### config.mk
export PLATFORM = sky130hd
export DESIGN_NAME = wb_word_serializer
export DESIGN_NICKNAME = d
export VERILOG_FILES = /design/src/rtl/wb_word_serializer.sv
export SDC_FILE = /design/constraint.sdc
export NUM_CORES = 1
export LEC_CHECK = 0
export ABC_AREA = 1
export BUFFER_PORTS_ARGS = -buffer_cell sky130_fd_sc_hd__buf_2
export CORE_MARGIN = 3
export CORE_UTILIZATION = 30
export DETAILED_ROUTE_END_ITERATION = 12
export PLACE_DENSITY = 0.47
export SETUP_SLACK_MARGIN = 0.1
export SLEW_MARGIN = 20
export SYNTH_ARGS = -nofsm -noshare
export SYNTH_HDL_FRONTEND = slang
export SYNTH_SLANG_ARGS = --single-unit
### constraint.sdc
create_clock -name clk -period 24 [get_ports clk]
set_clock_uncertainty 0.2 [all_clocks]
set_input_delay 3.6 -clock clk [delete_from_list [all_inputs] [get_ports clk]]
set_output_delay 3.6 -clock clk [all_outputs]
set_load 0.01 [all_outputs]
### src/rtl/wb_word_serializer.sv
// Observer tap: captures accepted 128-bit line writes and replays them as one-cycle word strobes.
// Optional build macro WB_TAP_PORT_FILTER_EN restricts replay to words whose address equals TEST_PORT.
module wb_word_serializer #(
  parameter int          DEPTH     = 4,
  parameter logic [29:0] TEST_PORT = 30'h3FF
) (
  input  logic         clk,
  input  logic         rst,
  input  logic         mem_write,
  input  logic         mem_ready,
  input  logic [27:0]  mem_addr,
  input  logic [127:0] mem_wdata,
  output logic [29:0]  addr,
  output logic [31:0]  data,
  output logic         wen,
  output logic         busy,
  output logic [7:0]   drop_cnt
);

  localparam int AW = $clog2(DEPTH);
  localparam int CW = AW + 1;

  typedef enum logic [1:0] {IDLE, WRITE, GAP} state_t;

  state_t state_reg, state_next;

  logic [3:0]   cap_mask;
  logic         push, pop, advance, accept, drop;
  logic         fifo_full, fifo_empty;

  logic [27:0]  fifo_addr_mem [DEPTH];
  logic [127:0] fifo_data_mem [DEPTH];
  logic [3:0]   fifo_mask_mem [DEPTH];

  logic [AW-1:0] wr_ptr_reg, rd_ptr_reg;
  logic [CW-1:0] count_reg;
  logic [7:0]    drop_cnt_reg;

  logic [27:0]  head_addr;
  logic [127:0] head_data;
  logic [3:0]   head_mask;
  logic [1:0]   head_idx;

  logic [27:0]  line_addr_reg;
  logic [127:0] line_data_reg;
  logic [3:0]   line_mask_reg;
  logic [1:0]   word_idx_reg;
  logic [3:0]   remaining;
  logic         more_words;
  logic [1:0]   next_idx;

  logic [29:0]  addr_reg;
  logic [31:0]  data_reg;

  function automatic logic [1:0] first_set(input logic [3:0] m);
    logic [1:0] r;
    if (m[0])      r = 2'd0;
    else if (m[1]) r = 2'd1;
    else if (m[2]) r = 2'd2;
    else           r = 2'd3;
    return r;
  endfunction

  function automatic logic [31:0] word_of(input logic [127:0] d, input logic [1:0] k);
    return d[{k, 5'b0} +: 32];
  endfunction

  // Per-word selection mask, fixed at capture time and stored alongside the line.
  genvar gi;
  generate
    for (gi = 0; gi < 4; gi++) begin : g_mask
`ifdef WB_TAP_PORT_FILTER_EN
      assign cap_mask[gi] = ({mem_addr, 2'(gi)} == TEST_PORT);
`else
      assign cap_mask[gi] = 1'b1;
`endif
    end
  endgenerate

`ifndef WB_TAP_PORT_FILTER_EN
  logic unused_test_port;
  assign unused_test_port = ^TEST_PORT;
`endif

  assign fifo_full  = (count_reg == CW'(DEPTH));
  assign fifo_empty = (count_reg == '0);

  // A full FIFO still takes the new line when the head leaves on the same edge.
  assign push   = mem_write && mem_ready && (|cap_mask);
  assign accept = push && (!fifo_full || pop);
  assign drop   = push && fifo_full && !pop;

  assign head_addr = fifo_addr_mem[rd_ptr_reg];
  assign head_data = fifo_data_mem[rd_ptr_reg];
  assign head_mask = fifo_mask_mem[rd_ptr_reg];
  assign head_idx  = first_set(head_mask);

  assign remaining  = line_mask_reg & (4'b1110 << word_idx_reg);
  assign more_words = |remaining;
  assign next_idx   = first_set(remaining);

  always_ff @(posedge clk) begin
    if (accept) begin
      fifo_addr_mem[wr_ptr_reg] <= mem_addr;
      fifo_data_mem[wr_ptr_reg] <= mem_wdata;
      fifo_mask_mem[wr_ptr_reg] <= cap_mask;
    end
  end

  always_ff @(posedge clk or negedge rst) begin
    if (!rst) begin
      wr_ptr_reg   <= '0;
      rd_ptr_reg   <= '0;
      count_reg    <= '0;
      drop_cnt_reg <= '0;
    end else begin
      if (accept) wr_ptr_reg <= wr_ptr_reg + AW'(1);
      if (pop)    rd_ptr_reg <= rd_ptr_reg + AW'(1);
      if (accept && !pop)      count_reg <= count_reg + CW'(1);
      else if (!accept && pop) count_reg <= count_reg - CW'(1);
      if (drop && (drop_cnt_reg != 8'hFF)) drop_cnt_reg <= drop_cnt_reg + 8'd1;
    end
  end

  always_ff @(posedge clk or negedge rst) begin
    if (!rst) state_reg <= IDLE;
    else      state_reg <= state_next;
  end

  always_comb begin
    state_next = state_reg;
    pop        = 1'b0;
    advance    = 1'b0;
    case (state_reg)
      IDLE: begin
        if (!fifo_empty) begin
          pop        = 1'b1;
          state_next = WRITE;
        end
      end
      WRITE: state_next = GAP;
      GAP: begin
        if (more_words) begin
          advance    = 1'b1;
          state_next = WRITE;
        end else if (!fifo_empty) begin
          pop        = 1'b1;
          state_next = WRITE;
        end else begin
          state_next = IDLE;
        end
      end
      default: state_next = IDLE;
    endcase
  end

  always_ff @(posedge clk or negedge rst) begin
    if (!rst) begin
      line_addr_reg <= '0;
      line_data_reg <= '0;
      line_mask_reg <= '0;
      word_idx_reg  <= '0;
      addr_reg      <= '0;
      data_reg      <= '0;
    end else if (pop) begin
      line_addr_reg <= head_addr;
      line_data_reg <= head_data;
      line_mask_reg <= head_mask;
      word_idx_reg  <= head_idx;
      addr_reg      <= {head_addr, head_idx};
      data_reg      <= word_of(head_data, head_idx);
    end else if (advance) begin
      word_idx_reg  <= next_idx;
      addr_reg      <= {line_addr_reg, next_idx};
      data_reg      <= word_of(line_data_reg, next_idx);
    end
  end

  assign wen      = (state_reg == WRITE);
  assign busy     = !fifo_empty || (state_reg != IDLE);
  assign addr     = addr_reg;
  assign data     = data_reg;
  assign drop_cnt = drop_cnt_reg;

endmodule

## Yosys cells after proc, flatten, opt, wreduce, memory -nomap -nowiden

Memory sizes are Yosys's and may differ from the RTL's.
Cells that the tools add are included.

| word-level totals | value |
|---|---|
| register bits after elaboration | 241 |
| bits in writable memories | 624 |
| input bits | 160 |
| output and inout bits | 72 |
| logic and storage cells | 71 |
| memories | 2 |

| cells by class | value |
|---|---|
| $add $sub $neg | 5 |
| equal/unequal tests | 5 |
| shift operators | 3 |
| multiplexer cells | 25 |
| bitwise operators | 1 |
| reduce and logical (&&, ||, !) cells | 19 |

Memory list:

| name | words | width | read ports | clocked after Yosys merged registers in | write ports | RTL line | text |
|---|---|---|---|---|---|---|---|
| fifo_data_mem | 4 | 128 | 1 | 0 | 1 | 32 | `logic [127:0] fifo_data_mem [DEPTH];` |
| fifo_addr_mem | 4 | 28 | 1 | 0 | 1 | 31 | `logic [27:0] fifo_addr_mem [DEPTH];` |

Operator list:

| kind | number |
|---|---|
| 128-bit by 8-bit indexed part select with 32-bit output | 2 |
| 32-bit two-way mux | 2 |
| 30-bit two-way mux | 2 |
| 2-bit two-way mux | 7 |
| 1-bit two-way mux | 10 |
| 8-bit by 1-bit adder with 8-bit output (second input constant) | 1 |
| 8-bit inequality test (second input constant) | 1 |
| 1-bit logical AND | 7 |
| 3-bit two-way mux | 2 |
| 2-bit case mux with 3 select lines | 1 |
| 2-bit nonzero test | 3 |
| 2-bit by 1-bit adder with 2-bit output (second input constant) | 2 |
| 4-bit AND | 1 |
| 1-bit logical NOT | 4 |
| 4-bit OR reduction | 1 |
| 4-bit by 2-bit left shift with 4-bit output (first input constant) | 1 |
| 3-bit by 1-bit adder with 3-bit output (second input constant) | 1 |
| 3-bit equality test (second input constant) | 1 |
| 3-bit logical NOT | 1 |
| 3-bit by 1-bit subtractor with 3-bit output (second input constant) | 1 |
| 2-bit by 1-bit equality test with 1-bit output (second input constant) | 1 |
| 2-bit equality test (second input constant) | 1 |
| 2-bit logical NOT | 1 |
| 1-bit logical OR | 2 |
| other kinds (2) | 2 |

## Depth between registers and ports, before layout

| depth | value |
|---|---|
| depth after elaboration | 11 |
| mapped depth | 14 |
| mapped depth without buffers | 12 |

## Least setup slack after synthesis

No wires, ideal clock.

| timing path | value |
|---|---|
| kind | in2reg |
| start point | in mem_write |
| end point | mem fifo_addr_mem[0][0] (enable) |
| library setup time | 674 ps |
| data arrival time | 10314 ps |
| required time | 23126 ps |
| setup slack | 12812 ps |
| cell stages on the path | 4 |
| buffers on the path | 0 |
| cell sequence | nand2_1 > inv_1 > nand2_1 > nor2_1 |

| on the way | value |
|---|---|
| word-level cells in the longest chain between the ends | 4 |

RTL lines:

| item | RTL line | text |
|---|---|---|
| start, declared | 9 | `input logic mem_write,` |
| 1-bit logical AND | 89 | `assign push = mem_write && mem_ready && (\|cap_mask);` |
| 1-bit logical AND | 90 | `assign accept = push && (!fifo_full \|\| pop);` |
| 1-bit two-way mux | 103 | `if (accept) begin` |
| 1-bit two-way mux | -- |  |
| end, declared | 31 |  |

No other way between the ends.

## Worst setup path after layout

| timing path | value |
|---|---|
| start point | in mem_ready |
| end point | mem fifo_data_mem[3][115] (enable) |

| on the way | value |
|---|---|
| word-level cells in the longest chain between the ends | 4 |

RTL lines:

| item | RTL line | text |
|---|---|---|
| start, declared | 10 | `input logic mem_ready,` |
| 1-bit logical AND | 89 |  |
| 1-bit logical AND | 90 |  |
| 1-bit two-way mux | 103 |  |
| 1-bit two-way mux | -- |  |
| end, declared | 32 |  |

No other way between the ends.

==> results.sh <==
export IMPL_status="finished, final reports clean"
export IMPL_hold_buffers=0
export IMPL_synth_area_leaders="edfxtp_1 57%, dfrtp_1 15%, nand2_1 7.7%"
export IMPL_period_minus_slack_ps=6372
export IMPL_worst_slack_ps=17630
export IMPL_post_cts_resized=0
export IMPL_nFillCells=10630
export IMPL_cts_buffer_depth=3
export IMPL_end_kind="register"
export IMPL_maxCapViolCount=0
export IMPL_cts_tree="done"
export IMPL_endpoint="fifo_data_mem[3][115]"
export IMPL_fmax_ghz=0.1569
export IMPL_final_max_slew_viol_count=0
export IMPL_grt_pass1_wl_um=135300
export IMPL_cp_max_fo=55
export IMPL_grtUsageTotal_pct=15.90
export IMPL_synth_top_area_share_pct=56.89
export IMPL_worstMarginPinSlew_ps=1140
export IMPL_max_vdd_ir_drop_mv=0.07789
export IMPL_critPathArrivalTime_ps=6470
export IMPL_synth_top_cell_by_area="edfxtp_1"
export IMPL_rsz0062_at_grt="false"
export IMPL_met3_usage_pct=4.041
export IMPL_grt_max_degree=231
export IMPL_fin_cells=4604
export IMPL_seq_area_frac_synth_pct=72.39
export IMPL_dieWidth_um=337.3
export IMPL_wire_per_inst_um=19.74
export IMPL_drt_first_iter_violations=1381
export IMPL_portBuffers=231
export IMPL_drt_wl_total_um=90860
export IMPL_start_util_pct=30.51
export IMPL_largest_reg_flops=512
export IMPL_die_h_um=337.3
export IMPL_globalplace_congestion=0.7471
export IMPL_min_period_over_period_pct=26.55
export IMPL_synth_edff_count=624
export IMPL_worst_ep_required_time_ps=24100
export IMPL_grt_use_met1_pct=22.51
export IMPL_cts_htree_levels=3
export IMPL_r2r_start="line_mask_reg[2]"
export IMPL_r2r_end="fifo_data_mem[3][115]"
export IMPL_min_path_type="reg2reg"
export IMPL_r2r_setup_slack_ps=19870
export IMPL_clk_pin_slew_ps=60
export IMPL_dp_cells=4414
export IMPL_vias=20960
export IMPL_p_total_mw=4.791
export IMPL_std_cell_rows=120
export IMPL_timing_hold_ws_ps=273.1
export IMPL_synthCells=2916
export IMPL_ant_nets=0
export IMPL_finalHoldViolations=0
export IMPL_synth_distinct_cells=27
export IMPL_synthArstFlopShare_pct=24.64
export IMPL_avgSynthCellArea_um2=11.29
export IMPL_area_growth_pct=16.83
export IMPL_synth_ff_latch_count=828
export IMPL_grt_pass1_vias=20100
export IMPL_drcViolationCount=0
export IMPL_setup_viol_count_final=0
export IMPL_hpwl_um=55290
export IMPL_grt_ovfl_total=0
export IMPL_critPathLaunch="mem_ready"
export IMPL_hp_start="addr[5]"
export IMPL_p_leak_nw=15.10
export IMPL_cts_buffers=93
export IMPL_core_um2=108000
export IMPL_drive_gt1_share_pct=13.18
export IMPL_grt_busiest_layer="met2"
export IMPL_grt_util_met2_pct=24.54
export IMPL_relSlewSlack_pct=24.01
export IMPL_preCtsSetupSlack_ps=16810
export IMPL_grt_antenna_before_repair=40
export IMPL_power_density_nw_per_um2=124.5
export IMPL_cts_setup_buffers=0
export IMPL_multi_input_area_um2=7376
export IMPL_nets=3273
export IMPL_reg2reg_depth=8
export IMPL_clock_sinks=828
export IMPL_clock_latency_ps=680
export IMPL_dieArea_um2=113800
export IMPL_syn_cell_area_um2=32940
export IMPL_yosys_warnings=0
export IMPL_syn_num_nets=3083
export IMPL_io_pins=232
export IMPL_path_class="in2reg"
export IMPL_seqCellArea_um2=23850
export IMPL_post_drt_via_cell_ratio=4.553
export IMPL_dr_pass1_iters=5
export IMPL_finalSetupTns_ps=0
export IMPL_cp_start_kind="input port"
export IMPL_root_buffer="clkbuf_16"
export IMPL_synth_flop_cell="edfxtp_1"
## synthesized netlist by cell type, types with 6 or more instances
| master | instances |
|---|---|
| nor2_1 | 365 |
| ha_1 | 6 |
| buf_4 | 21 |
| clkbuf_1 | 75 |
| buf_1 | 10 |
| buf_6 | 9 |
| xnor2_1 | 7 |
| buf_2 | 53 |
| inv_1 | 243 |
| nand2_1 | 674 |
| edfxtp_1 | 624 |
| nand3_1 | 165 |
| o22ai_1 | 96 |
| o21ai_1 | 109 |
| o21ai_0 | 241 |
| dfrtp_1 | 204 |
## power by group
group	internal, mW	switching, mW
logic	0.402	1.02
clock network	0.836	0.589
registers	1.83	0.114
## cells in the final DEF, fill, tap and decap left out, drive strengths merged, types with 6 or more instances in the layout
| cell | netlist | layout |
|---|---|---|
| nand2 | 675 | 675 |
| edfxtp | 624 | 624 |
| nor2 | 367 | 367 |
| o21ai | 350 | 350 |
| buf | 93 | 263 |
| inv | 244 | 247 |
| dfrtp | 204 | 204 |
| nand3 | 166 | 166 |
| clkbuf | 75 | 129 |
| o22ai | 96 | 96 |
| clkinv | 0 | 34 |
| diode | 0 | 15 |
| xnor2 | 7 | 7 |
| bufinv | 0 | 7 |
| ha | 6 | 6 |
## per-layer routing
layer  wire length [um]  vias to the layer above
met2              40560                      433
met3               5690                      149
met5                158                        -
li1                   -                    10240
met1              42740                    10120
met4               1708                       24
## metrics by stage
step	instance area [um^2]	util, %
floorplan	32940	-
global placement	35340	32.74
detailed placement	35340	32.74
CTS	38440	35.61
global route	38440	35.61
finish	38480	35.64
## area by class of cell
type	instances	share of cell area, %
flip-flops and latches	828	61.98
multi-input cells	1676	19.17
clock inverters	46	1.349
inverters	244	2.406
well taps	1403	4.562
clock buffers	129	6.715
diodes	15	0.09755
repair buffers	263	3.720
## worst min-delay path by stage
| stage | end | depth (start not counted) | slack (ps) |
|---|---|---|---|
| finish | addr[5] | 2 | 270 |
| global route | addr[8] | 2 | 290 |
| CTS | addr[26] | 2 | 280 |
| detailed placement | addr[26] | 2 | 260 |
| global placement | addr[7] | 2 | 260 |
| floorplan | line_addr_reg[0] | 2 | 240 |
## logic make-up after synthesis
| group | synth area share, % |
|---|---|
| flip-flops | 72.39 |
| AO/OA/AOI/OAI | 7.199 |
| XOR/XNOR | 0.2659 |
| adder cells (fa/ha/maj) | 0.2887 |
| multiplexers | 0.03419 |
| AND/OR/NAND/NOR | 14.47 |
| buffers and inverters | 5.349 |
## critical path: stages
cell and delay (ps):
buf_2 80, nand2_1 90, inv_1 80, nand2_1 260, nor2_4 740, buf_4 850, buf_4 660
Power figures use the tool's default switching activity.
